===== config.mk =====
export PLATFORM = sky130hd
export DESIGN_NAME = exc_ctrl
export DESIGN_NICKNAME = d
export VERILOG_FILES = /design/src/rtl/exc_ctrl.sv
export SDC_FILE = /design/constraint.sdc
export NUM_CORES = 1
export LEC_CHECK = 0
export CORE_MARGIN = 2
export CORE_UTILIZATION = 30
export CTS_BUF_LIST = sky130_fd_sc_hd__clkbuf_8
export CTS_CLUSTER_DIAMETER = 150
export DETAILED_ROUTE_END_ITERATION = 16
export PLACE_DENSITY_LB_ADDON = 0.05
export SETUP_SLACK_MARGIN = 0.3
export SYNTH_ARGS = -nofsm -noshare
export SYNTH_HDL_FRONTEND = slang
export SYNTH_SLANG_ARGS = --single-unit

===== constraint.sdc =====
create_clock -name clk -period 2.9 [get_ports clk]
set_input_delay 0.58 -clock clk [delete_from_list [all_inputs] [get_ports clk]]
set_output_delay 0.58 -clock clk [all_outputs]
set_load 0.05 [all_outputs]

===== src/rtl/exc_ctrl.sv =====
// exc_ctrl: multi-source exception/interrupt controller for the LEGv8 datapath.
// Edge-detected IRQ lines with per-line mask, fixed-priority arbitration and a REQ/ack/ERET handshake.
module exc_ctrl #(
    parameter int                 NUM_IRQ  = 4,
    parameter logic [NUM_IRQ-1:0] MASK_RST = {NUM_IRQ{1'b1}}
) (
    input  logic               clk,
    input  logic               reset,
    input  logic [NUM_IRQ-1:0] irq,
    input  logic               mask_we,
    input  logic [NUM_IRQ-1:0] mask_wdata,
    input  logic               bad_instr,
    input  logic               eret,
    input  logic               exc_ack,
    output logic               exc,
    output logic [3:0]         estatus,
    output logic [NUM_IRQ-1:0] irq_ack,
    output logic               in_handler,
    output logic [NUM_IRQ-1:0] pending,
    output logic               double_fault
);

    typedef enum logic [1:0] {IDLE, REQ, HANDLER} state_t;

    localparam logic [3:0] CAUSE_NONE = 4'b0000;
    localparam logic [3:0] CAUSE_BAD  = 4'b0010;

    state_t             state;
    logic [NUM_IRQ-1:0] irq_q;
    logic [NUM_IRQ-1:0] mask;
    logic [NUM_IRQ-1:0] edge_det;
    logic [NUM_IRQ-1:0] cand;
    logic [NUM_IRQ-1:0] ack_vec;
    logic               has_cand;
    logic [2:0]         win_id;

    assign edge_det = irq & ~irq_q;
    assign cand     = pending & mask;

    // NOTE: every always_comb output gets a default first so no latch is inferred.
    // Scan from the top down so the lowest-numbered candidate is the last one written.
    always_comb begin
        has_cand = 1'b0;
        win_id   = '0;
        for (int i = NUM_IRQ - 1; i >= 0; i--) begin
            if (cand[i]) begin
                has_cand = 1'b1;
                win_id   = 3'(i);
            end
        end
    end

    // One-hot clear/ack of the IRQ being taken by the datapath this cycle.
    always_comb begin
        ack_vec = '0;
        if (state == REQ && exc_ack && estatus[3]) begin
            for (int i = 0; i < NUM_IRQ; i++) begin
                ack_vec[i] = (estatus[2:0] == 3'(i));
            end
        end
    end

    // NOTE: all state uses non-blocking assignments so every flop updates from pre-edge values.
    always_ff @(posedge clk) begin
        if (reset) begin
            state        <= IDLE;
            exc          <= 1'b0;
            estatus      <= CAUSE_NONE;
            irq_ack      <= '0;
            in_handler   <= 1'b0;
            pending      <= '0;
            double_fault <= 1'b0;
            irq_q        <= '0;
            mask         <= MASK_RST;
        end else begin
            irq_q   <= irq;
            // A fresh edge wins over the acknowledge clear in the same cycle.
            pending <= (pending & ~ack_vec) | edge_det;
            irq_ack <= ack_vec;
            if (mask_we) begin
                mask <= mask_wdata;
            end
            if (bad_instr && state != IDLE) begin
                double_fault <= 1'b1;
            end

            unique case (state)
                IDLE: begin
                    if (bad_instr) begin
                        state   <= REQ;
                        exc     <= 1'b1;
                        estatus <= CAUSE_BAD;
                    end else if (has_cand) begin
                        state   <= REQ;
                        exc     <= 1'b1;
                        estatus <= {1'b1, win_id};
                    end
                end
                REQ: begin
                    if (exc_ack) begin
                        state      <= HANDLER;
                        exc        <= 1'b0;
                        in_handler <= 1'b1;
                    end
                end
                HANDLER: begin
                    if (eret) begin
                        state      <= IDLE;
                        in_handler <= 1'b0;
                        estatus    <= CAUSE_NONE;
                    end
                end
                default: begin
                    state      <= IDLE;
                    exc        <= 1'b0;
                    in_handler <= 1'b0;
                end
            endcase
        end
    end

endmodule


## Yosys cells after proc, flatten, opt, wreduce, memory -nomap -nowiden

Index checks and enable logic that the tools add are counted.

- Register bits after elaboration: 25
- Bits of input ports: 14
- Output and inout bits: 15
- Logic and storage cells: 61

- Equality and inequality tests: 8
- Multiplexer cells: 25
- Bitwise logic cells: 8
- Reductions and logical operators: 11

Operators by type and width:

| cell | number |
|---|---|
| 2-to-1 mux 4 bit | 4 |
| bitwise AND 4 bit | 3 |
| AND reduction 3 bit | 4 |
| 2-to-1 mux 2 bit | 5 |
| 2-to-1 mux 1 bit | 9 |
| 2-to-1 mux 3 bit | 3 |
| inverter 4 bit | 2 |
| case mux 4 bit (2 select lines) | 1 |
| == test 3 x 2 -> 1 bit, second input constant | 2 |
| case mux 1 bit (3 select lines) | 2 |
| case mux 2 bit (3 select lines) | 1 |
| inequality test 2 bit, second input constant | 2 |
| bitwise OR 4 bit | 1 |
| nonzero test 2 bit | 2 |
| == test 3 x 1 -> 1 bit, second input constant | 1 |
| logical AND 1 bit | 3 |
| logical NOT 3 bit | 1 |
| inequality test 3 bit, second input constant | 1 |
| == test 2 x 1 -> 1 bit, second input constant | 1 |
| == test 2 bit, second input constant | 1 |
| logical NOT 2 bit | 1 |
| inverter 1 bit | 2 |

## Logic depth before layout (Yosys ltp)

- Depth after elaboration: 8
- Depth in mapped cells: 5
- Gate-level depth less buffers: 4

## Worst setup path after synthesis

OpenSTA, ideal clock, no wires.

- Path kind: flip-flop to flip-flop
- Start: register pending[2]
- End: register estatus[3]
- Setup time: 0.128 ns
- Arrival time: 1.531 ns
- Required time: 2.772 ns
- Setup slack: 1.242 ns
- Stages on the path, launching flop included: 5
- Path buffers: 0
- Clock period less this slack: 1.658 ns
- Path through: dfxtp_1 a22oi_1 a311oi_4 mux2i_1 nor2_1

- Word-level cells in the longest chain between the ends: 6

RTL lines:

| what | line | RTL |
|---|---|---|
| start, declared | 19 | `output logic [NUM_IRQ-1:0] pending,` |
| start signal, assigned | 78 | `pending <= (pending & ~ack_vec) \| edge_det;` |
| bitwise AND 4 bit | 38 | `assign cand = pending & mask;` |
| 2-to-1 mux 1 bit (3 in a row) | 46 | `if (cand[i]) begin` |
| inequality test 3 bit (no source line) | - |  |
| AND reduction 3 bit (no source line) | - |  |
| end signal, assigned | 96 | `estatus <= {1'b1, win_id};` |
| end, declared | 16 | `output logic [3:0] estatus,` |

No other way between the ends.
A chain may end at the register's enable or synchronous reset.

## Worst setup path after layout

- Start: register estatus[0]
- End: output port estatus[0]

No word-level cell between the ends.

==> impl_summary.md <==
Hold path
The worst min-delay path category is register to register. The worst hold path was traced through 2 stages. The worst hold path begins at double_fault. The end point of the worst hold path is double_fault.

Synth
The fraction of synthesized cell area taken by the top area cell type is 50.1%. The number of synthesized flops with an enable pin is 0. The cell type with the largest total area after synthesis is dfxtp_1. The cell area after technology mapping is 960 µm². In the synthesized netlist the async set-or-reset flop fraction comes to 0%. The synthesis-stage register bit count is 24. Sequential elements use 50.1% of the synthesized area. The predominant post-synthesis flop cell is dfxtp_1.

Ranked by total cell area, the synthesized netlist is headed by dfxtp_1, nor2b_1, a21oi_1, a211o_1, nand2b_1. The netlist uses 27 different library cells. After technology mapping, the gate count stands at 101. The number of nets in the synthesized netlist is 115. Dividing the synthesized area by the synthesized cell count gives 9.50 µm². During synthesis, Yosys emitted a total of 0 warnings.

Placed design
The count of buffers added on input and output ports is 27. Timing analysis after detailed placement gives a worst setup slack of 0.826 ns. The global placement routability congestion is 0.712. In this run the cell area measured after placement is 1260 µm². Detailed placement ended at an HPWL of 1440 µm.

STA
The count of pins over their slew limit was 0. The slew at the pin closest to its max-slew limit is 0.825 ns. The total of endpoints with negative setup slack in the final report is 0. Static timing analysis puts the maximum clock frequency at 461 MHz. The worst path uses 74.8% of the clock period.

The total count of hold-check failures in the final report is 0. The setup slack of the critical path after layout is 0.730 ns. For the finished layout, the period the worst path requires is 2.17 ns. The max-slew headroom at the worst pin is 44.8%. Setup repair after global routing left no endpoint under its margin. Between clock sinks in the finished design, the worst skew comes to 0.000933 ns.

The total negative slack is 0 ns.

Clock network
The number of setup buffers added after CTS is 0. The clock tree root driver cell is clkbuf_8. The clock transition at the registers of the reported paths is 0.08 ns. The clock tree from TritonCTS is built. The number of buffers inserted by hold repair at cts is 0. Clock tree synthesis found a total of 24 sinks.

The clock latency of the later-clocked register in the worst-skew pair is 0.26 ns. The CTS H-tree depth is 1. The number of clock buffers inserted by TritonCTS is 3. The maximum number of buffers from clock root to sink is 2. The number of resized instances in the post-cts repair step is 0.

Pwr
The worst-case IR drop observed on VDD is 0.270 mV. The total leakage power is 0.473 nW. The power density relative to cell area is 586 nW/µm². The overall power of the completed layout is 0.770 mW.

Floorplan
The die boundary height is 60.6 µm. For this configuration, the core starts out at a cell density of 31.4%. The count of standard-cell rows is 20.

The core region is 3050 µm². 29 I/O pins were placed. The die extent in x is 60.6 µm. The die footprint is 3670 µm².

Critical path
The launch point of the worst reg-to-reg path is state[1]. The number of buffers and inverters on the critical path is 1. The worst setup path is of the register to output pin kind. The setup check on the worst reg-to-reg path leaves a slack of 1.44 ns.

Data arrives at the worst endpoint at 1.59 ns. The maximum single-stage delay on the critical path is 0.86 ns. The cell family with the largest share of critical-path delay is buffers and inverters. Walking the worst path, the cells encountered are clkdlybuf4s50_1. The standard cell with the maximum stage delay on the critical path is clkdlybuf4s50_1. The type of element capturing the critical path is an output pin.

In this run the critical register-to-register path is captured at estatus[3]. The worst endpoint required time is 2.32 ns. The depth of the most critical reg-to-reg path is 4. The largest driver fanout on the critical path is 7. The kind of launch point of the worst setup path is a register.

Finish
0 antenna diodes ended up in the layout. The finished cells cover 1310 µm². The footprint of the flip-flops and latches is 480 µm². The multi-input combinational cells in the finished layout cover a total of 440 µm².

The number of filler instances in the final layout is 332. The final layout contains 142 nets. Measured on the finished design, the core utilization comes to 43.0%. The layout overhead on the synthesized area is 36.8%. In the final layout, the share of cells above drive strength 1 is 4.72%.

Detailed routing
The via density per instance is 4.63. Detailed routing inserted a total of 792 vias. In the routed design, unresolved DRC markers number 0. The count of nets left with antenna violations once routing finished came out at 0. In the final routed layout, each cell accounts on average for 11.6 µm. For this block, the initial DRC count from the detailed router was 21. The first detailed-routing pass ran for 4 iterations. After detailed routing, the total wire length is 1990 µm.

Global routing
The maximum number of pins on one net before global-route repair is 25. The final global-route overflow total is 0. The initial antenna violation count is 0. The first global-routing pass estimated 3110 µm of wire. The all-layer global routing usage is 11.4%. The number of global-route vias before repair was 685.

Run status
The run finished with clean final reports.

Run
The max-capacitance violation count is 0.
area by class of cell:
class                           instances  area share [%]
Inverter                                3           0.858
Sequential cell                        24            36.6
Multi-Input combinational cell         69            33.6
Timing Repair Buffer                   27            20.6
Clock buffer                            4            4.19
Tap cell                               44            4.19
cells by family after synthesis:
group / share of synthesized area, %
other: 0.391
AND/OR/NAND/NOR: 19.4
AO/OA/AOI/OAI: 24.0
flip-flops: 50.1
buffers and inverters: 4.04
multiplexers: 2.09
power breakdown:
| group | total (mW) | switching, mW | internal, mW |
|---|---|---|---|
| sequential | 0.379 | 0.0267 | 0.353 |
| clock | 0.224 | 0.103 | 0.121 |
| combinational | 0.167 | 0.0940 | 0.0727 |
stage by stage:
| stage | cells | hold WS [ns] |
|---|---|---|
| after floorplan | 101 | 0.462 |
| after global placement | 167 | 0.436 |
| after detailed placement | 167 | 0.444 |
| after CTS | 171 | 0.457 |
| after global routing | 171 | 0.486 |
| final | 171 | 0.450 |
registers in the layout, summed over array words and instances, names as in the netlist:
name	cells
exc	1
pending	4
in_handler	1
estatus	3
mask	4
state	2
double_fault	1
irq_ack	4
irq_q	4
cells in the mapped netlist (all sizes together) (2+ instances only):
library cell  instances
buf                   3
a211o                 5
clkbuf                2
nor2b                11
nor2                  9
inv                   3
nand4                 2
dfxtp                24
mux2i                 2
nand2b                6
a21oi                12
o21ai                 7
nand2                 2
nor3                  2
worst max-delay path by stage:
stage                     slack (ns)  cells past startpoint  startpoint         end
final                           0.73                      1  estatus[0]  estatus[0]
after global routing            0.66                      1  estatus[0]  estatus[0]
after CTS                       0.71                      1  pending[1]  pending[1]
after detailed placement        0.83                      3       reset    state[0]
after global placement          0.82                      3       reset    state[0]
after floorplan                 1.24                      4  pending[2]  estatus[3]
routing by layer:
layer / GRT usage (%) / up-vias / routed length [µm] / part of all wire, %
li1: - / 407 / - / -
met1: 14.3 / 359 / 957 / 48
met2: 18.3 / 24 / 912 / 46
met3: 4.05 / 2 / 106 / 5.3
met4: 3.73 / 0 / 15 / 0.75
met5: 0 / - / 0 / 0
placed cells by master, fill, tap and decap left out, types with 3 or more instances in the layout:
cell type / count
clkdlybuf4s50_1: 27
dfxtp_1: 24
a21oi_1: 12
nor2b_1: 10
nor2_1: 9
o21ai_0: 7
nand2b_1: 6
a211o_1: 5
clkbuf_8: 4
inv_1: 3
(Power assumes the default switching activity.)
